### config.mk
export PLATFORM = sky130hd
export DESIGN_NAME = piso_shift_out
export DESIGN_NICKNAME = d
export VERILOG_FILES = /design/src/rtl/piso_shift_out_pkg.sv /design/src/rtl/piso_shift_out_bit_counter.sv /design/src/rtl/piso_shift_out.sv
export SDC_FILE = /design/constraint.sdc
export NUM_CORES = 1
export LEC_CHECK = 0
export CAP_MARGIN = 20
export CORE_MARGIN = 2
export CORE_UTILIZATION = 45
export CTS_BUF_LIST = sky130_fd_sc_hd__clkbuf_2
export DETAILED_ROUTE_END_ITERATION = 10
export HOLD_SLACK_MARGIN = 0.02
export PLACE_DENSITY_LB_ADDON = 0.25
export SETUP_SLACK_MARGIN = 0.02
export SLEW_MARGIN = 20
export SYNTH_ARGS = -nofsm -noshare
export SYNTH_HDL_FRONTEND = slang
export SYNTH_SLANG_ARGS = --single-unit
export TNS_END_PERCENT = 20
### constraint.sdc
create_clock -name clk -period 1.55 [get_ports clk]
set_clock_uncertainty 0.1 [all_clocks]
set_input_delay 0.31 -clock clk [delete_from_list [all_inputs] [get_ports clk]]
set_output_delay 0.31 -clock clk [all_outputs]
set_load 0.005 [all_outputs]
### src/rtl/piso_shift_out_pkg.sv
// piso_shift_out_pkg: FSM state encoding and beat count for the PISO transmitter.
// Defining PISO_PARITY_EN adds one even-parity beat after the LSB.
package piso_shift_out_pkg;
  typedef enum logic [1:0] {S_IDLE = 2'd0, S_SHIFT = 2'd1, S_DONE = 2'd2} state_e;
  function automatic int nbits(input int width);
`ifdef PISO_PARITY_EN
    return width + 1;
`else
    return width;
`endif
  endfunction
endpackage

### src/rtl/piso_shift_out_bit_counter.sv
// piso_bit_counter: synchronous-reset up-counter with a flag on the final beat (count == N-1).
module piso_bit_counter #(
  parameter int N = 8
) (
  input  logic                   clk,
  input  logic                   reset,
  input  logic                   clear,
  input  logic                   inc,
  output logic [$clog2(N+1)-1:0] count,
  output logic                   last
);
  localparam int CW = $clog2(N + 1);
  logic [CW-1:0] count_q;
  always_ff @(posedge clk) begin
    if (reset || clear) count_q <= '0;
    else if (inc) count_q <= count_q + CW'(1);
  end
  assign count = count_q;
  assign last  = count_q == CW'(N - 1);
endmodule

### src/rtl/piso_shift_out.sv
// piso_shift_out: loads a WIDTH-bit word and shifts it out MSB-first under a valid/ready beat.
// PISO_PARITY_EN appends an even-parity beat after the LSB.
module piso_shift_out
  import piso_shift_out_pkg::*;
#(
  parameter int WIDTH = 8
) (
  input  logic             clk,
  input  logic             reset,
  input  logic             load_valid,
  input  logic [WIDTH-1:0] load_data,
  output logic             load_ready,
  output logic             ser_valid,
  output logic             ser_out,
  input  logic             ser_ready,
  output logic             done
);
  localparam int NBITS = nbits(WIDTH);
  localparam int CW = $clog2(NBITS + 1);
  state_e           state_q;
  logic [NBITS-1:0] sh_q;
  logic             ser_valid_q, done_q, load_ready_q;
  logic [NBITS-1:0] load_word;
  logic [CW-1:0]    cnt;
  logic             last, unused_cnt;
`ifdef PISO_PARITY_EN
  assign load_word = {load_data, ^load_data};
`else
  assign load_word = load_data;
`endif
  piso_bit_counter #(.N(NBITS)) u_cnt (
    .clk  (clk),
    .reset(reset),
    .clear(state_q == S_IDLE && load_valid),
    .inc  (state_q == S_SHIFT && ser_ready),
    .count(cnt),
    .last (last)
  );
  assign unused_cnt = ^cnt;
  always_ff @(posedge clk) begin
    if (reset) begin
      state_q      <= S_IDLE;
      sh_q         <= '0;
      ser_valid_q  <= 1'b0;
      done_q       <= 1'b0;
      load_ready_q <= 1'b1;
    end else begin
      case (state_q)
        S_IDLE: if (load_valid) begin
          sh_q         <= load_word;
          state_q      <= S_SHIFT;
          ser_valid_q  <= 1'b1;
          load_ready_q <= 1'b0;
        end
        S_SHIFT: if (ser_ready) begin
          sh_q <= sh_q << 1;
          if (last) begin
            state_q     <= S_DONE;
            ser_valid_q <= 1'b0;
            done_q      <= 1'b1;
          end
        end
        S_DONE: begin
          done_q       <= 1'b0;
          load_ready_q <= 1'b1;
          state_q      <= S_IDLE;
        end
        default: state_q <= S_IDLE;
      endcase
    end
  end
  assign load_ready = load_ready_q;
  assign ser_valid  = ser_valid_q;
  assign done       = done_q;
  assign ser_out    = ser_valid_q & sh_q[NBITS-1];
endmodule
==> impl_metrics.py <==
metrics = {
    "hold_path": {
        "hold_class": "reg -> reg",
    },
    "cts": {
        "clkSlewWorstSetupHoldPaths_ns": 0.17,
        "htreeDepth": 1,
        "cts_hold_buffers": 0,
        "cts_root_buffer": "clkbuf_2",
        "clkSinkCount": 17,
        "cts_tree": "built",
        "clockBufferDepth": 2,
        "clkLatencyLatePin_ns": 0.29,
        "cts_buffers": 3,
    },
    "timing": {
        "finalWorstSetupSlack_ns": 0.104,
        "setup_violations": 0,
        "slew_headroom_pct": 80.2,
        "drv_slew": 0,
        "hold_slack_ns": 0.373,
        "tightest_slew_ns": 0.297,
        "fin_crit_sh_pct": 93.3,
        "fin_crit_ns": 1.45,
        "rsz0062_at_grt": "false",
        "fmax_mhz": 691,
        "hold_viol_final": 0,
    },
    "drt": {
        "top_layer": "met4",
        "drt-met1-wl_um": 725,
        "vias": 653,
        "wl_met3_um": 50,
        "vias_per_cell": 5.49,
        "wl_per_cell_um": 12.7,
        "dr.pass1.iters": 4,
        "totalWireLength_um": 1510,
        "route.detailed.drc": 0,
        "initialDrtViolationCount": 1,
        "ant_nets": 0,
        "met2_length_um": 729,
    },
    "worst_setup_path": {
        "required_ns": 1.14,
        "crit_fanout": 2,
        "path_class": "reg -> out",
        "critPathCaptureType": "output port",
        "cp-start-kind": "flop",
        "crit_arrival_ns": 1.04,
    },
    "placed_design": {
        "gp_congestion": 0.734,
        "place_ws_ns": -0.183,
        "placed_cell_area_um2": 971,
        "io_buffer_count": 15,
        "hpwl_um": 1120,
    },
    "run": {
        "cap_violations": 0,
    },
    "floorplanning": {
        "die_w_um": 45.9,
        "rows": 15,
        "design.portCount": 16,
        "coreArea_um2": 1690,
        "start_util_pct": 46.7,
        "die_h_um": 45.9,
        "die-area_um2": 2100,
    },
    "logic_synthesis": {
        "syn_inst": 80,
        "syn-cell-area_um2": 788,
        "yosysSeqAreaShare_pct": 43.2,
        "ys_ff_latch": 17,
        "postSynthAreaPerCell_um2": 9.85,
        "yosysTopAreaCell": "dfxtp_1",
        "synth_top_area_share_pct": 43.2,
        "synth_fp_nets": 93,
        "synth_cell_types": 31,
        "ys_top_cells_by_area": "dfxtp_1, o22ai_2, a211oi_1, inv_1, buf_6",
        "yosysWarnings": 0,
    },
    "grt": {
        "grt_antenna_before_repair": 0,
        "grt_pass1_wl_um": 2520,
        "grt_overflow": 0,
        "grt_pass1_vias": 596,
        "grt_max_degree": 11,
        "grt_usage_pct": 16.4,
    },
    "final_layout": {
        "antenna_cells": 0,
        "final-seq-area_um2": 344,
        "finalNetCount": 116,
        "drive_gt1_share_pct": 22.5,
        "multi_input_area_um2": 373,
        "finalInstanceArea_um2": 997,
        "area_growth_pct": 26.5,
        "nFillCells": 162,
    },
    "pwr": {
        "power_density_nw_per_um2": 826,
        "p_leak_nw": 0.405,
        "irDropWorstVdd_uv": 593,
    },
    "status": {
        "status": "finished clean",
    },
}
flip-flops by register name, indices dropped and copies added (netlist names):
signal       count
done             1
state_q          2
u_cnt.count      4
sh_q             8
load_ready       1
ser_valid        1
power by group:
| part | switching [mW] | total, mW | leakage, nW | internal, mW |
|---|---|---|---|---|
| Combinational | 0.0576 | 0.139 | 0.249 | 0.0817 |
| Sequential | 0.0196 | 0.484 | 0.140 | 0.464 |
| Clock | 0.143 | 0.201 | 0.0164 | 0.0585 |
| Total | 0.220 | 0.824 | 0.405 | 0.604 |
timing repair:
item,in CTS,in global routing
buffers inserted,1,0
setup endpoints to repair,4,0
endpoints found under the hold margin,0,0
resized for setup,7,0
layer usage:
layer | track usage [%] | vias to the layer above
met4 | 5.14 | 0
met1 | 21.3 | 306
li1 | - | 337
met2 | 26.7 | 8
met5 | 0 | -
met3 | 3.57 | 2
worst max-delay path, cell delays in order, from the launching register on:
cell,delay [ns]
dfxtp_1,0.35
and2_1,0.14
dlygate4sd2_1,0.25
cells by family (layout without fill, tap and decap cells):
kind of cell | count (synthesis) | after routing | synth area share, %
adder cells (fa/ha/maj) | 1 | 1 | 1.59
AO/OA/AOI/OAI | 26 | 26 | 27.9
XOR/XNOR | 2 | 2 | 2.22
multiplexers | 1 | 1 | 1.27
flip-flops | 17 | 17 | 43.2
AND/OR/NAND/NOR | 19 | 19 | 14.3
buffers and inverters | 14 | 36 | 9.52
synthesized netlist by cell type:
master	number
a41oi_1	1
o41ai_1	1
clkbuf_1	1
nand3b_1	1
buf_4	2
mux2i_1	1
nor3_1	1
o21ai_0	3
buf_6	2
nand2b_1	1
nand2_1	2
or4_1	1
nor2_1	4
a21oi_1	4
dfxtp_1	17
a21o_1	1
inv_1	9
nor2b_1	1
nand4b_1	1
nand3_1	1
or3b_1	1
xor2_1	2
nor3b_1	1
o22ai_2	7
o211a_1	1
and2_1	1
nand2b_2	1
a211oi_1	7
or3_1	2
a221o_1	1
ha_1	1
cells in the final DEF, fill, tap and decap left out, drive strengths merged, types with 2 or more instances in the layout:
cell type and count:
xor2 2, nor2 4, a211oi 7, inv 9, dlygate4sd2 4, nand2 2
o21ai 3, nand2b 2, clkbuf 3, a21oi 4, o22ai 7, or3 2
buf 8, clkdlybuf4s50 11, dfxtp 17
area by class of cell:
cell class                 count  share of cell area (%)
clock buffer                   3                    1.51
clock inverter                 1                   0.502
inverter                       9                    3.39
multi-input combinational     49                    37.4
sequential                    17                    34.5
tap                           17                    2.13
timing repair buffer          23                    20.6
stage by stage:
step	TNS (ns)	std cells	power, mW	utilization (%)
6_report	0	119	0.824	59.0
3_5_place_dp	-2.37	114	0.634	57.5
2_1_floorplan	0	80	0.571	-
4_1_cts	0	119	0.831	59.0
3_3_place_gp	-2.21	114	0.632	57.5
5_1_grt	0	119	0.869	59.0
worst paths after layout:
kind / cells after the start / slack (ns) / from / endpoint
hold reg to reg: 2 / 0.37 / sh_q[7]$_SDFFE_PP0P_ / sh_q[7]$_SDFFE_PP0P_
setup reg to reg: 3 / 0.11 / state_q[0]$_SDFFE_PP0P_ / done$_SDFFE_PP0P_
hold / removal: 2 / 0.37 / sh_q[7]$_SDFFE_PP0P_ / sh_q[7]$_SDFFE_PP0P_
setup / recovery: 2 / 0.10 / sh_q[7]$_SDFFE_PP0P_ / ser_out
Power figures use the tool's default switching activity.
